===== config.mk =====
export PLATFORM = sky130hd
export DESIGN_NAME = alu_mult_sequencer_flat
export DESIGN_NICKNAME = d
export VERILOG_FILES = /design/src/rtl/alu_mult_sequencer_pkg.sv /design/src/rtl/alu_mult_sequencer_if.sv /design/src/rtl/alu_mult_sequencer_mult_shift_step.sv /design/src/rtl/alu_mult_sequencer.sv /design/src/flat_wrapper.sv
export SDC_FILE = /design/constraint.sdc
export NUM_CORES = 1
export LEC_CHECK = 0
export CAP_MARGIN = 25
export CORE_MARGIN = 5
export CORE_UTILIZATION = 40
export DETAILED_ROUTE_END_ITERATION = 16
export PLACE_DENSITY_LB_ADDON = 0.2
export SLEW_MARGIN = 5
export SYNTH_ARGS = -nofsm -noshare
export SYNTH_HDL_FRONTEND = slang
export SYNTH_SLANG_ARGS = --single-unit

===== constraint.sdc =====
create_clock -name clk -period 2.46 [get_ports clk]
set_clock_uncertainty 0.2 [all_clocks]
set_input_delay 0.492 -clock clk [delete_from_list [all_inputs] [get_ports clk]]
set_output_delay 0.492 -clock clk [all_outputs]
set_load 0.05 [all_outputs]

===== src/rtl/alu_mult_sequencer_pkg.sv =====
// rtl/alu_mult_sequencer_pkg.sv - funct codes, FSM encoding and helpers for the ALU/multiplier sequencer
package alu_mult_sequencer_pkg;

  localparam logic [5:0] FUNCT_ADD   = 6'b100000;
  localparam logic [5:0] FUNCT_SUB   = 6'b100010;
  localparam logic [5:0] FUNCT_AND   = 6'b100100;
  localparam logic [5:0] FUNCT_OR    = 6'b100101;
  localparam logic [5:0] FUNCT_SLT   = 6'b101010;
  localparam logic [5:0] FUNCT_MULTU = 6'b011001;

  localparam int CNT_W = 6;

  typedef enum logic [1:0] {
    IDLE = 2'd0,
    RUN  = 2'd1,
    DONE = 2'd2,
    FIX  = 2'd3
  } state_e;

  // 0x80000000 maps to itself, read back as unsigned magnitude
  function automatic logic [31:0] abs32(input logic [31:0] v);
    return v[31] ? (32'd0 - v) : v;
  endfunction

endpackage


===== src/rtl/alu_mult_sequencer_if.sv =====
// rtl/alu_mult_sequencer_if.sv - EX, multiplier and ALU signal bundle; mulSigned exists only with SIGNED_MULT_EN
interface alu_mult_sequencer_if;

  logic        exValid;
  logic [31:0] exDataA;
  logic [31:0] exDataB;
  logic [5:0]  exSignal;
  logic [31:0] exDataOut;
  logic        stall;
  logic        mulStart;
  logic [31:0] mulA;
  logic [31:0] mulB;
`ifdef SIGNED_MULT_EN
  logic        mulSigned;
`endif
  logic        mulBusy;
  logic        mulDone;
  logic [31:0] hiOut;
  logic [31:0] loOut;
  logic [31:0] aluDataA;
  logic [31:0] aluDataB;
  logic [5:0]  aluSignal;
  logic [31:0] aluDataOut;

  modport slave (
`ifdef SIGNED_MULT_EN
    input  mulSigned,
`endif
    input  exValid, exDataA, exDataB, exSignal, mulStart, mulA, mulB, aluDataOut,
    output exDataOut, stall, mulBusy, mulDone, hiOut, loOut, aluDataA, aluDataB, aluSignal
  );

  modport master (
`ifdef SIGNED_MULT_EN
    output mulSigned,
`endif
    output exValid, exDataA, exDataB, exSignal, mulStart, mulA, mulB, aluDataOut,
    input  exDataOut, stall, mulBusy, mulDone, hiOut, loOut, aluDataA, aluDataB, aluSignal
  );

endinterface


===== src/rtl/alu_mult_sequencer_mult_shift_step.sv =====
// rtl/alu_mult_sequencer_mult_shift_step.sv - one shift-add iteration: carry recovery and HI/LO shift
module mult_shift_step (
  input  logic [31:0] hi_i,
  input  logic [31:0] lo_i,
  input  logic [31:0] mcand_i,
  input  logic [31:0] sum_i,
  output logic [31:0] hi_o,
  output logic [31:0] lo_o
);

  logic carry;

  // The ALU has no carry out; a wrapped sum is always smaller than either addend
  assign carry = (sum_i < mcand_i);

  always_comb begin
    if (lo_i[0]) begin
      hi_o = {carry, sum_i[31:1]};
      lo_o = {sum_i[0], lo_i[31:1]};
    end else begin
      hi_o = {1'b0, hi_i[31:1]};
      lo_o = {hi_i[0], lo_i[31:1]};
    end
  end

endmodule


===== src/rtl/alu_mult_sequencer.sv =====
// rtl/alu_mult_sequencer.sv - shares the EX ALU with a 32-cycle shift-add multiplier; SIGNED_MULT_EN adds signed mode
module alu_mult_sequencer
  import alu_mult_sequencer_pkg::*;
(
  input  logic                 clk,
  input  logic                 rst_n,
  alu_mult_sequencer_if.slave  bus
);

  state_e           state_q, state_d;
  logic [CNT_W-1:0] cnt_q, cnt_d;
  logic [31:0]      hi_q, hi_d, lo_q, lo_d, mcand_q, mcand_d;
  logic [31:0]      step_hi, step_lo;
  logic [31:0]      load_a, load_b;
  logic             neg_q, neg_d;

`ifdef SIGNED_MULT_EN
  assign load_a = bus.mulSigned ? abs32(bus.mulA) : bus.mulA;
  assign load_b = bus.mulSigned ? abs32(bus.mulB) : bus.mulB;
`else
  assign load_a = bus.mulA;
  assign load_b = bus.mulB;
`endif

  mult_shift_step u_step (
    .hi_i    (hi_q),
    .lo_i    (lo_q),
    .mcand_i (mcand_q),
    .sum_i   (bus.aluDataOut),
    .hi_o    (step_hi),
    .lo_o    (step_lo)
  );

  always_ff @(posedge clk) begin
    if (!rst_n) begin
      state_q <= IDLE;
      cnt_q   <= '0;
      hi_q    <= '0;
      lo_q    <= '0;
      mcand_q <= '0;
      neg_q   <= 1'b0;
    end else begin
      state_q <= state_d;
      cnt_q   <= cnt_d;
      hi_q    <= hi_d;
      lo_q    <= lo_d;
      mcand_q <= mcand_d;
      neg_q   <= neg_d;
    end
  end

  always_comb begin
    state_d = state_q;
    cnt_d   = cnt_q;
    hi_d    = hi_q;
    lo_d    = lo_q;
    mcand_d = mcand_q;
    neg_d   = neg_q;
    case (state_q)
      IDLE: if (bus.mulStart) begin
        state_d = RUN;
        hi_d    = '0;
        lo_d    = load_b;
        mcand_d = load_a;
        cnt_d   = '0;
`ifdef SIGNED_MULT_EN
        neg_d   = bus.mulSigned & (bus.mulA[31] ^ bus.mulB[31]);
`else
        neg_d   = 1'b0;
`endif
      end
      RUN: begin
        hi_d  = step_hi;
        lo_d  = step_lo;
        cnt_d = cnt_q + CNT_W'(1);
        if (cnt_q == CNT_W'(31)) begin
`ifdef SIGNED_MULT_EN
          state_d = FIX;
`else
          state_d = DONE;
`endif
        end
      end
`ifdef SIGNED_MULT_EN
      FIX: begin
        state_d = DONE;
        if (neg_q) {hi_d, lo_d} = 64'd0 - {hi_q, lo_q};
      end
`endif
      default: state_d = IDLE;
    endcase
  end

  // Only RUN borrows the ALU; every other state hands it straight back to EX
  always_comb begin
    bus.aluDataA  = bus.exDataA;
    bus.aluDataB  = bus.exDataB;
    bus.aluSignal = bus.exSignal;
    bus.stall     = 1'b0;
    if (state_q == RUN) begin
      bus.aluDataA  = hi_q;
      bus.aluDataB  = mcand_q;
      bus.aluSignal = FUNCT_ADD;
      bus.stall     = bus.exValid;
    end
    bus.mulBusy = (state_q != IDLE);
    bus.mulDone = (state_q == DONE);
  end

  assign bus.exDataOut = bus.aluDataOut;
  assign bus.hiOut     = hi_q;
  assign bus.loOut     = lo_q;

endmodule


===== src/flat_wrapper.sv =====
// flat-port wrapper written by rule: the top's interface ports become plain ports
module alu_mult_sequencer_flat import alu_mult_sequencer_pkg::*;
  (clk, rst_n, bus_exValid, bus_exDataA, bus_exDataB, bus_exSignal, bus_mulStart, bus_mulA, bus_mulB, bus_aluDataOut, bus_exDataOut, bus_stall, bus_mulBusy, bus_mulDone, bus_hiOut, bus_loOut, bus_aluDataA, bus_aluDataB, bus_aluSignal);
  alu_mult_sequencer_if bus_i ();
  input  logic clk;
  input  logic rst_n;
  input wire logic [$bits(bus_i.exValid)-1:0] bus_exValid;
  input wire logic [$bits(bus_i.exDataA)-1:0] bus_exDataA;
  input wire logic [$bits(bus_i.exDataB)-1:0] bus_exDataB;
  input wire logic [$bits(bus_i.exSignal)-1:0] bus_exSignal;
  input wire logic [$bits(bus_i.mulStart)-1:0] bus_mulStart;
  input wire logic [$bits(bus_i.mulA)-1:0] bus_mulA;
  input wire logic [$bits(bus_i.mulB)-1:0] bus_mulB;
  input wire logic [$bits(bus_i.aluDataOut)-1:0] bus_aluDataOut;
  output wire logic [$bits(bus_i.exDataOut)-1:0] bus_exDataOut;
  output wire logic [$bits(bus_i.stall)-1:0] bus_stall;
  output wire logic [$bits(bus_i.mulBusy)-1:0] bus_mulBusy;
  output wire logic [$bits(bus_i.mulDone)-1:0] bus_mulDone;
  output wire logic [$bits(bus_i.hiOut)-1:0] bus_hiOut;
  output wire logic [$bits(bus_i.loOut)-1:0] bus_loOut;
  output wire logic [$bits(bus_i.aluDataA)-1:0] bus_aluDataA;
  output wire logic [$bits(bus_i.aluDataB)-1:0] bus_aluDataB;
  output wire logic [$bits(bus_i.aluSignal)-1:0] bus_aluSignal;
  assign bus_i.exValid = bus_exValid;
  assign bus_i.exDataA = bus_exDataA;
  assign bus_i.exDataB = bus_exDataB;
  assign bus_i.exSignal = bus_exSignal;
  assign bus_i.mulStart = bus_mulStart;
  assign bus_i.mulA = bus_mulA;
  assign bus_i.mulB = bus_mulB;
  assign bus_i.aluDataOut = bus_aluDataOut;
  assign bus_exDataOut = bus_i.exDataOut;
  assign bus_stall = bus_i.stall;
  assign bus_mulBusy = bus_i.mulBusy;
  assign bus_mulDone = bus_i.mulDone;
  assign bus_hiOut = bus_i.hiOut;
  assign bus_loOut = bus_i.loOut;
  assign bus_aluDataA = bus_i.aluDataA;
  assign bus_aluDataB = bus_i.aluDataB;
  assign bus_aluSignal = bus_i.aluSignal;
  alu_mult_sequencer u_core (.clk(clk), .rst_n(rst_n), .bus(bus_i));
endmodule

; ---- After elaboration in Yosys (flattened, before gate mapping)
; Cells that the tools add are included.
[totals]
register_bits = 104
wordCells = 33
inputBits = 170
out_inout_bits = 169
[op_classes]
n_eq_ne = 5
n_reduce_logical = 6
magnitude_cmp = 1
n_addsub = 1
mux = 15
[ops]
columns = cell, count
row1 = $mux 32, 6
row2 = $pmux 32 s2, 2
row3 = $lt 32x32->1, 1
row4 = $mux 6, 2
row5 = $pmux 6 s2, 1
row6 = $add 6x1->6 const B, 1
row7 = $eq 6x5->1 const B, 1
row8 = $reduce_and 2->1, 3
row9 = $mux 2, 2
row10 = $pmux 2 s2, 1
row11 = $reduce_bool 2->1, 2
row12 = $eq 2x1->1 const B, 1
row13 = $eq 2x2->1 const B, 1
row14 = $logic_not 2->1, 1
row15 = $ne 2x1->1 const B, 1
row16 = $ne 2x2->1 const B, 1
row17 = $mux 1, 1

; ---- Longest topological paths before layout
; Gate-level depths: netlist (run 1).
[logic_depth]
word_depth = 3
ltp_mapped = 7
ltp_nobuf = 7

; ---- Hierarchy
; A second synthesis (run 1) with hierarchy kept.
[unflattened]
cells_unflattened = 858
hier_area_um2 = 6281.0
[by_module_without_submodules]
columns = module, seq_area_each_um2, area_each_um2, instances, cells_each
row1 = alu_mult_sequencer, 2082.0, 4878.4, 1, 677
row2 = mult_shift_step, 0.0, 1402.6, 1, 181

; ---- Worst setup path after synthesis (run 1)
; Ideal clock, no wire load.
[synth_path]
kind = register to output
start = register u_core.state_q[1]
end = output port bus_aluDataB[1]
slack_ps = -306
arrival_ps = 2074
stages_incl_launch_ff = 6
path_buffers = 3
required_time_ps = 1768
cell_sequence = dfxtp_1 > nand2b_1 > buf_2 > buf_2 > buf_2 > o21ai_0
[synth_between]
elab_chain_len = 2
[synth_lines]
columns = element, line_no
row1 = start: declaration, alu_mult_sequencer.sv:10  ; state_e state_q, state_d;
row2 = start signal: assignment, alu_mult_sequencer.sv:43  ; state_q <= state_d;
row3 = $eq 2x1->1, alu_mult_sequencer.sv:100  ; if (state_q == RUN) begin
row4 = $mux 32, alu_mult_sequencer.sv:100
row5 = end: declaration, flat_wrapper.sv:22  ; output wire logic [$bits(bus_i.aluDataB)-1:0] bus_aluDataB;
; No other way between the ends.

; ---- Worst setup path in the final report (run 1)
[layout_path]
start = register u_core.state_q[1]
end = output port bus_aluDataB[29]
; Same word-level chain as after synthesis.

==> results.json, run 1 <==
{
  "worstPathRequired_ns": 1.77,
  "worstSetupStartpoint": "u_core.state_q[1]$_SDFFE_PN0P_",
  "rsz0062_at_grt": "false",
  "syn_nets": 1034,
  "cts_hold_buf": 0,
  "fin_util_pct": 74.41,
  "reg2reg_slack_ns": 0.35,
  "setup.worst_path.start_class": "flop",
  "max_cap_viol_count": 0,
  "crit_slowest_cell": "dfxtp_2",
  "syn2layout_area_growth_pct": 83.26,
  "worst_pin_slew_ns": 0.5624,
  "crit-reg2reg-launch": "u_core.mcand_q[12]$_SDFFE_PN0P_",
  "cts-root-buf": "clkbuf_16",
  "finalSetupTns_ns": 0,
  "grt_max_degree": 105,
  "initial_utilization_pct": 40.60,
  "via_per_inst": 5.064,
  "drt-total-wl_um": 23140,
  "endpoint_kind": "output port",
  "grt_pass1_vias": 6831,
  "yosys_most_used_dff": "dfxtp_1",
  "crit_chain": "nand2b_4, buf_4, clkbuf_16, o21ai_1, buf_12",
  "crit_family": "buffers and inverters",
  "fin_crit_sh_pct": 96.38,
  "core_um2": 15150,
  "crit_arrival_ns": 1.68,
  "synth-edff-count": 0,
  "drive_above_1_share_pct": 17.28,
  "dp_hpwl_um": 18130,
  "grt_antenna_before_repair": 0,
  "drt_iter0_drc": 356,
  "fin_nets": 1360,
  "ys_seq_area_share_pct": 33.86,
  "leakagePower_nw": 4.673,
  "cts_sinks": 104,
  "outcome": "complete, no violations",
  "crit_end": "bus_aluDataB[29]",
  "clk_latency_ns": 0.35,
  "cts_buffers": 9,
  "portBuffers": 338,
  "yosysUniqueCellTypes": 40,
  "netlist.top_cell.by_area": "dfxtp_1",
  "drc": 0,
  "postSynthAreaPerCell_um2": 7.391,
  "n_fill_cell": 1171,
  "final-setup-viol-count": 0,
  "rows": 45,
  "reg2regPathDepth": 7,
  "grt_first_pass_wirelength_um": 35260,
  "grt_util_all_layers_pct": 24.56,
  "path_buf_inv": 3,
  "powerDensity_nw_per_um2": 517.8,
  "ios": 339,
  "die_w_um": 134.0,
  "syn_inst": 832,
  "ir_worst_vdd_mv": 0.5307,
  "layout_min_cycle_time_ns": 2.371,
  "die_y_um": 134.0,
  "synth_seq_cells": 104,
  "slowest_delay_ns": 0.36,
  "finalHoldViolCount": 0,
  "ant_nets": 0,
  "yosys_warnings": 0,
  "slew_violations": 0,
  "synthTopCellsByArea": "dfxtp_1 (34%), nand2_1 (13%), ha_1 (6.5%)",
  "cts_tree": "built",
  "path_max_fanout": 16,
  "path_class": "reg -> out",
  "holdCritPathClass": "reg -> reg",
  "die_area_um2": 17950,
  "rr_endpoint": "u_core.bus.hiOut[31]$_SDFFE_PN0P_",
  "clk_pin_slew_worst_paths_ns": 0.07,
  "antenna_cells": 0,
  "synthMostInstantiatedCell": "nand2_1",
  "grt_remaining_overflow": 0,
  "via_count": 6842,
  "clk_path_buf_depth": 2,
  "slew_headroom_pct": 62.39,
  "yosysTopAreaCellShare_pct": 33.86,
  "drt_first_pass_iters": 5,
  "fmax_ghz": 0.4218,
  "place.gp.congestion": 0.8570,
  "syn-cell-area_um2": 6150,
  "cts.htree.levels": 3,
  "path_depth": 5,
  "post_drt_wl_per_cell_um": 17.13,
  "synth_common_cells": "nand2_1 (218), dfxtp_1 (104), o21ai_0 (66)",
  "ys_async_sr_fraction_pct": 0,
  "finalPower_w": 0.005835
}
layout by cell type, fill, tap and decap left out, types with 5 or more instances in the layout:
cell / n
o221ai_1: 22
nor2_1: 49
and2_1: 38
nor2b_1: 5
o21ai_0: 57
a21boi_0: 23
mux2i_1: 32
clkbuf_16: 10
nand3_1: 39
nand2_1: 217
clkdlybuf4s50_1: 230
a21oi_1: 12
inv_1: 34
nand4_1: 6
buf_4: 59
a22oi_1: 11
o21ai_1: 9
ha_1: 32
buf_12: 113
dfxtp_1: 101
a21boi_1: 20
report_power, final:
part / internal (W) / switching, W
sequential: 0.00178 / 0.0000761
clock: 0.000799 / 0.000671
combinational: 0.00115 / 0.00136
worst reg2reg max path, cell delays in order, from the launching register on:
cell,delay [ns]
dfxtp_1,0.33
inv_1,0.09
ha_1,0.31
nand4_1,0.14
nor3_2,0.19
or4b_1,0.49
a31oi_1,0.16
o31ai_1,0.08
layout make-up:
cell class / instances / area, um^2 / area share [%]
clock inverter: 7 / 77.57 / 0.6884
inverter: 34 / 127.6 / 1.132
clock buffer: 9 / 225.2 / 1.998
tap: 188 / 235.2 / 2.087
timing repair buffer: 405 / 5050 / 44.81
multi-input combinational: 604 / 3468 / 30.78
sequential: 104 / 2086 / 18.51
cell families after synthesis:
logic type / synth area share (%)
muxes: 5.392
and+or+nand+nor: 26.41
DFF: 33.86
AOI/OAI and AO/OA: 17.68
adders and majority gates: 6.511
buffers and inverters: 10.15
how the worst min path moves through the flow:
stage | startpoint | end | slack (ns) | depth (start not counted)
after detailed placement | u_core.mcand_q[27]$_SDFFE_PN0P_ | u_core.mcand_q[27]$_SDFFE_PN0P_ | 0.25 | 2
final | u_core.mcand_q[30]$_SDFFE_PN0P_ | u_core.mcand_q[30]$_SDFFE_PN0P_ | 0.25 | 2
after global routing | u_core.mcand_q[27]$_SDFFE_PN0P_ | u_core.mcand_q[27]$_SDFFE_PN0P_ | 0.28 | 2
after CTS | u_core.mcand_q[27]$_SDFFE_PN0P_ | u_core.mcand_q[27]$_SDFFE_PN0P_ | 0.26 | 2
after global placement | u_core.mcand_q[30]$_SDFFE_PN0P_ | u_core.mcand_q[30]$_SDFFE_PN0P_ | 0.24 | 2
after floorplan | u_core.mcand_q[21]$_SDFFE_PN0P_ | u_core.mcand_q[21]$_SDFFE_PN0P_ | 0.24 | 2
layer usage:
layer | part of all wire [%] | global-route usage, %
met3 | 7.9 | 7.952
met4 | 2.2 | 6.514
met5 | 0 | 0
met2 | 51 | 44.75
met1 | 39 | 27.53
metrics by stage:
stage / hold WS [ns] / instance area, um^2 / setup WS [ns] / cells
2_1_floorplan: 0.2351 / 6150 / -0.3064 / 832
3_3_place_gp: 0.2410 / 10910 / -0.3020 / 1332
3_5_place_dp: 0.2471 / 10910 / -0.4127 / 1332
4_1_cts: 0.2565 / 11220 / 0.007619 / 1348
5_1_grt: 0.2809 / 11270 / 0.01226 / 1351
6_report: 0.2545 / 11270 / 0.08893 / 1351
flip-flops by register name (all words and copies together), names as in the netlist:
name,flops
u_core.mcand_q,32
u_core.state_q,2
u_core.cnt_q,6
u_core.bus.hiOut,32
u_core.bus.loOut,32
what timing repair did:
item                                    4_1_cts  5_1_grt
resized for setup                             4        3
cloned                                        0        1
pin swaps                                     0        1
endpoints found under the setup margin       12        7
setup buffers                                 0        2
(Power assumes the default switching activity.)
==> run 2: changes to the inputs <==
Settings changed: RECOVER_POWER set to 50.
==> results.json, run 2 (synthesized netlist as in run 1, its figures left out) <==
{
  "cts_buffers": 9,
  "drt_iter0_drc": 347,
  "syn2layout_area_growth_pct": 80.30,
  "endpoint_kind": "output port",
  "place.gp.congestion": 0.8570,
  "worst_pin_slew_ns": 0.7976,
  "worstPathRequired_ns": 1.77,
  "final-setup-viol-count": 0,
  "grt_max_degree": 105,
  "ios": 339,
  "switchingPower_w": 0.002094,
  "clock_power_share_pct": 25.4,
  "cts_sinks": 104,
  "clk_path_buf_depth": 2,
  "grt_remaining_overflow": 0,
  "antenna_cells": 0,
  "cts-root-buf": "clkbuf_16",
  "p_comb_share_pct": 42.5,
  "p_int_w": 0.003690,
  "fin_crit_sh_pct": 95.95,
  "die_area_um2": 17950,
  "crit-reg2reg-launch": "u_core.state_q[1]$_SDFFE_PN0P_",
  "finalSetupTns_ns": 0,
  "holdCritPathClass": "reg -> reg",
  "final_common_cell": "clkdlybuf4s50_1",
  "ant_nets": 0,
  "reg2reg_slack_ns": 0.17,
  "drive_above_1_share_pct": 14.88,
  "crit_arrival_ns": 1.67,
  "path_class": "reg -> out",
  "rows": 45,
  "die_y_um": 134.0,
  "die_w_um": 134.0,
  "grt_util_all_layers_pct": 24.56,
  "rsz0062_at_grt": "false",
  "outcome": "complete, no violations",
  "powerDensity_nw_per_um2": 521.6,
  "fin_nets": 1360,
  "core_um2": 15150,
  "cts.htree.levels": 3,
  "slew_headroom_pct": 46.80,
  "fmax_ghz": 0.4237,
  "drt-total-wl_um": 23120,
  "drt_first_pass_iters": 4,
  "dp.cells": 1332,
  "final_cell_mix": "clkdlybuf4s50_1 (227), nand2_1 (218), buf_12 (109), dfxtp_1 (101), o21ai_0 (57)",
  "p_seq_share_pct": 32.1,
  "min_to": "u_core.mcand_q[31]$_SDFFE_PN0P_",
  "slew_violations": 0,
  "drc": 0,
  "finalHoldViolCount": 0,
  "cts_hold_buf": 0,
  "finalNonFillerCells": 1351,
  "path_max_fanout": 16,
  "clk_pin_slew_worst_paths_ns": 0.07,
  "grt_first_pass_wirelength_um": 35260,
  "reg2regPathDepth": 8,
  "grt_antenna_before_repair": 0,
  "ir_worst_vdd_mv": 0.5301,
  "layout_min_cycle_time_ns": 2.360,
  "whs_ns": 0.2640,
  "via_count": 6866,
  "dp_hpwl_um": 18130,
  "worstSetupStartpoint": "u_core.state_q[1]$_SDFFE_PN0P_",
  "swShare_pct": 36.21,
  "setup.worst_path.start_class": "flop",
  "clk_latency_ns": 0.35,
  "hp-start": "u_core.mcand_q[31]$_SDFFE_PN0P_",
  "max_cap_viol_count": 0,
  "grt_pass1_vias": 6831,
  "leakagePower_nw": 4.519,
  "via_per_inst": 5.082,
  "hold_depth": 2,
  "rr_endpoint": "u_core.bus.loOut[11]$_SDFFE_PN0P_",
  "post_drt_wl_per_cell_um": 17.11,
  "portBuffers": 338,
  "initial_utilization_pct": 40.60,
  "cts_tree": "built"
}
[run 2: changes by cell type in the layout (fill, tap and decap cells not counted), sizes merged]
cell           before  now
dlygate4sd3         0    3
clkdlybuf4s50     230  227
clkbuf             10   38
dlymetal6s2s        1    2
buf               173  144
[run 2: metrics by stage]
| stage | util (%) | total power, W | instance area [um^2] | setup WS [ns] |
|---|---|---|---|---|
| after floorplan | - | 0.003147 | 6150 | -0.3064 |
| after global placement | 72.05 | 0.004359 | 10910 | -0.3020 |
| after detailed placement | 72.05 | 0.004393 | 10910 | -0.4127 |
| after CTS | 74.10 | 0.005871 | 11220 | 0.007619 |
| after global routing | 73.21 | 0.006053 | 11090 | 0.01251 |
| final | 73.21 | 0.005784 | 11090 | 0.09972 |
[run 2: area by class of cell]
cell class	instances	area, um^2
clock inverter	7	77.57
tap	188	235.2
multi-input combinational	604	3455
inverter	34	127.6
sequential	104	2086
fill	1212	4058
clock buffer	9	225.2
timing repair buffer	405	4882
[run 2: power groups by stage]
stage	Clock, W	Combinational, W	Sequential, W
floorplan	0	0.00105	0.00209
global placement	0	0.00247	0.00189
detailed placement	0	0.00250	0.00189
CTS	0.00150	0.00251	0.00186
global route	0.00159	0.00260	0.00187
finish	0.00147	0.00246	0.00186
[run 2: routing by layer]
| layer | share of wire, % | GRT usage (%) |
|---|---|---|
| met1 | 39 | 27.53 |
| met2 | 51 | 44.75 |
| met3 | 7.5 | 7.952 |
| met4 | 2.0 | 6.514 |
| met5 | 0 | 0 |
[run 2: timing repair]
item                       4_1_cts  5_1_grt
gates resized for setup          4        3
pin swaps                        0        1
setup buffers                    0        2
setup endpoints to repair       12        7
cloned                           0        1
[run 2: critical path, stage by stage (launching register included)]
cell,delay (ns)
dfxtp_2,0.40
nand2b_4,0.21
clkbuf_2,0.17
buf_6,0.20
nand2_1,0.07
nand2_1,0.12
buf_12,0.15
[run 2: worst max path at each step]
stage                     slack, ns  cells after the start                                 to
after floorplan               -0.31                      5                    bus_aluDataB[1]
after global placement        -0.30                      7  u_core.bus.hiOut[31]$_SDFFE_PN0P_
after detailed placement      -0.41                      7  u_core.bus.hiOut[31]$_SDFFE_PN0P_
after CTS                     0.008                      5                   bus_aluDataB[20]
after global routing           0.01                      4                   bus_aluDataB[12]
final                           0.1                      6                   bus_aluDataA[22]
==> run 3: changes to the inputs <==
Settings changed: CAP_MARGIN 25 to not set, SYNTH_HIERARCHICAL set to 1.
==> results.json, run 3 <==
{
  "outcome": "complete, no violations",
  "die_area_um2": 18310,
  "fin_ws_ns": 0.09690,
  "p_int_w": 0.003908,
  "synthMostInstantiatedCell": "nand2_1",
  "path_buf_inv": 3,
  "reg2reg_slack_ns": 0.30,
  "crit_slowest_cell": "dfxtp_4",
  "post_drt_wl_per_cell_um": 17.18,
  "powerDensity_nw_per_um2": 575.2,
  "fin_nets": 1349,
  "rr_endpoint": "u_core/bus.hiOut[24]$_SDFFE_PN0P_",
  "clk_pin_slew_worst_paths_ns": 0.08,
  "worst_pin_slew_ns": 0.8041,
  "via_count": 6752,
  "grt_antenna_before_repair": 0,
  "crit_chain": "nor2b_4, buf_12, buf_8, nand2_1, nand2_1, buf_12",
  "p_comb_share_pct": 45.7,
  "yosysUniqueCellTypes": 38,
  "ant_nets": 0,
  "place.gp.congestion": 0.8445,
  "cts_buffers": 9,
  "worstPathRequired_ns": 1.77,
  "max_cap_viol_count": 0,
  "synth-edff-count": 0,
  "grt_first_pass_wirelength_um": 34470,
  "grt_max_degree": 60,
  "synth_seq_cells": 104,
  "portBuffers": 338,
  "final_common_cell": "nand2_1",
  "fin_crit_sh_pct": 96.06,
  "path_class": "reg -> out",
  "drive_above_1_share_pct": 17.36,
  "path_depth": 6,
  "cts_hold_buf": 0,
  "synth_common_cells": "nand2_1 (269), dfxtp_1 (104), buf_4 (70)",
  "syn-cell-area_um2": 6281,
  "yosys_most_used_dff": "dfxtp_1",
  "drt_first_pass_iters": 5,
  "antenna_cells": 0,
  "worstSetupStartpoint": "u_core/state_q[0]$_SDFFE_PN0P_",
  "n_fill_cell": 1234,
  "syn_nets": 1060,
  "crit_family": "buffers and inverters",
  "hp-start": "u_core/mcand_q[6]$_SDFFE_PN0P_",
  "grt_pass1_vias": 6359,
  "slew_headroom_pct": 46.39,
  "finalHoldViolCount": 0,
  "path_max_fanout": 27,
  "endpoint_kind": "output port",
  "slowest_delay_ns": 0.41,
  "die_y_um": 135.3,
  "rows": 45,
  "dp_slack_ns": -0.1737,
  "syn_inst": 858,
  "synthTopCellsByArea": "dfxtp_1 (33%), nand2_1 (16%), buf_4 (8.4%)",
  "crit-reg2reg-launch": "u_core/bus.loOut[0]$_SDFFE_PN0P_",
  "design_area_um2": 10960,
  "ys_seq_area_share_pct": 33.15,
  "postSynthAreaPerCell_um2": 7.321,
  "drt-total-wl_um": 23420,
  "dp_hpwl_um": 18060,
  "swShare_pct": 38.03,
  "yosys_warnings": 6,
  "netlist.top_cell.by_area": "dfxtp_1",
  "final-setup-viol-count": 0,
  "core_um2": 15310,
  "p_seq_share_pct": 30.3,
  "final_cell_mix": "nand2_1 (269), clkdlybuf4s50_1 (223), buf_12 (106), dfxtp_1 (102), nor3_1 (65)",
  "ios": 339,
  "switchingPower_w": 0.002398,
  "grt_remaining_overflow": 0,
  "initial_utilization_pct": 41.01,
  "crit_arrival_ns": 1.67,
  "via_per_inst": 4.954,
  "syn2layout_area_growth_pct": 74.54,
  "whs_ns": 0.2722,
  "cts_tree": "built",
  "drt_iter0_drc": 407,
  "fmax_ghz": 0.4232,
  "placed_area_um2": 10710,
  "reg2regPathDepth": 3,
  "grt_util_all_layers_pct": 23.73,
  "setup.worst_path.start_class": "flop",
  "crit_end": "bus_aluDataA[0]",
  "clk_latency_ns": 0.35,
  "die_w_um": 135.3,
  "layout_min_cycle_time_ns": 2.363,
  "cts.htree.levels": 3,
  "leakagePower_nw": 4.665,
  "rsz0062_at_grt": "false",
  "cts-root-buf": "clkbuf_16",
  "cts_sinks": 104,
  "clock_power_share_pct": 24.0,
  "clk_path_buf_depth": 2,
  "yosysTopAreaCellShare_pct": 33.15,
  "drc": 0,
  "ys_async_sr_fraction_pct": 0,
  "ir_worst_vdd_mv": 0.4384,
  "slew_violations": 0,
  "holdCritPathClass": "reg -> reg"
}
==> run 3: layout make-up <==
| cell class | instances | area, um^2 | share of cell area [%] |
|---|---|---|---|
| timing repair buffer | 396 | 4836 | 44.11 |
| multi-input combinational | 604 | 3346 | 30.52 |
| sequential | 104 | 2087 | 19.04 |
| tap | 211 | 264.0 | 2.408 |
| clock buffer | 9 | 225.2 | 2.054 |
| inverter | 32 | 120.1 | 1.096 |
| clock inverter | 7 | 85.08 | 0.7761 |
==> run 3: worst min path at each step <==
stage                                      endpoint  slack (ns)  depth (start not counted)
global placement    u_core/mcand_q[21]$_SDFFE_PN0P_        0.26                          2
finish               u_core/mcand_q[6]$_SDFFE_PN0P_        0.27                          2
CTS                  u_core/mcand_q[9]$_SDFFE_PN0P_        0.27                          2
detailed placement   u_core/mcand_q[9]$_SDFFE_PN0P_        0.26                          2
global route         u_core/mcand_q[6]$_SDFFE_PN0P_        0.30                          2
floorplan            u_core/mcand_q[0]$_SDFFE_PN0P_        0.25                          2
==> run 3: kinds of logic (layout without fill, tap and decap cells) <==
kind of cell               after synthesis  in the layout  synth area share [%]
and+or+nand+nor                        410            410                 27.65
buffers and inverters                  150            444                 13.92
AOI/OAI and AO/OA                      127            127                 12.69
DFF                                    104            104                 33.15
muxes                                   35             35                 6.215
adders and majority gates               32             32                 6.374
==> run 3: layer usage <==
| metal | share of wire [%] | vias up | GRT usage (%) |
|---|---|---|---|
| li1 | - | 3366 | - |
| met1 | 39 | 3082 | 28.53 |
| met2 | 50 | 269 | 41.62 |
| met3 | 8.2 | 35 | 5.609 |
| met4 | 2.4 | 0 | 7.839 |
| met5 | 0 | - | 0 |
==> run 3: timing repair <==
| action | 4_1_cts | 5_1_grt |
|---|---|---|
| gates cloned | 0 | 2 |
| setup endpoints to repair | 70 | 61 |
| endpoints found under the hold margin | 0 | 0 |
| gates resized for setup | 2 | 3 |
| buffers inserted | 1 | 1 |
==> run 3: power groups by stage <==
stage,clock network [W],logic [W],registers [W]
global placement,0,0.00286,0.00194
detailed placement,0,0.00288,0.00195
floorplan,0,0.00133,0.00220
CTS,0.00155,0.00290,0.00191
global route,0.00163,0.00303,0.00193
finish,0.00152,0.00288,0.00191
==> run 3: tightest hold or removal path, stage by stage (launching register included) <==
cell,delay (ns)
dfxtp_1,0.32
nand2_1,0.05
a21oi_1,0.05
==> run 3: stage by stage <==
stage / util (%) / setup TNS, ns / std cells / total power, W
floorplan: - / 0 / 858 / 0.003534
global placement: 69.95 / -0.1177 / 1343 / 0.004802
detailed placement: 69.95 / -0.1737 / 1343 / 0.004833
CTS: 72.06 / 0 / 1360 / 0.006357
global route: 71.59 / 0 / 1363 / 0.006586
finish: 71.59 / 0 / 1363 / 0.006306
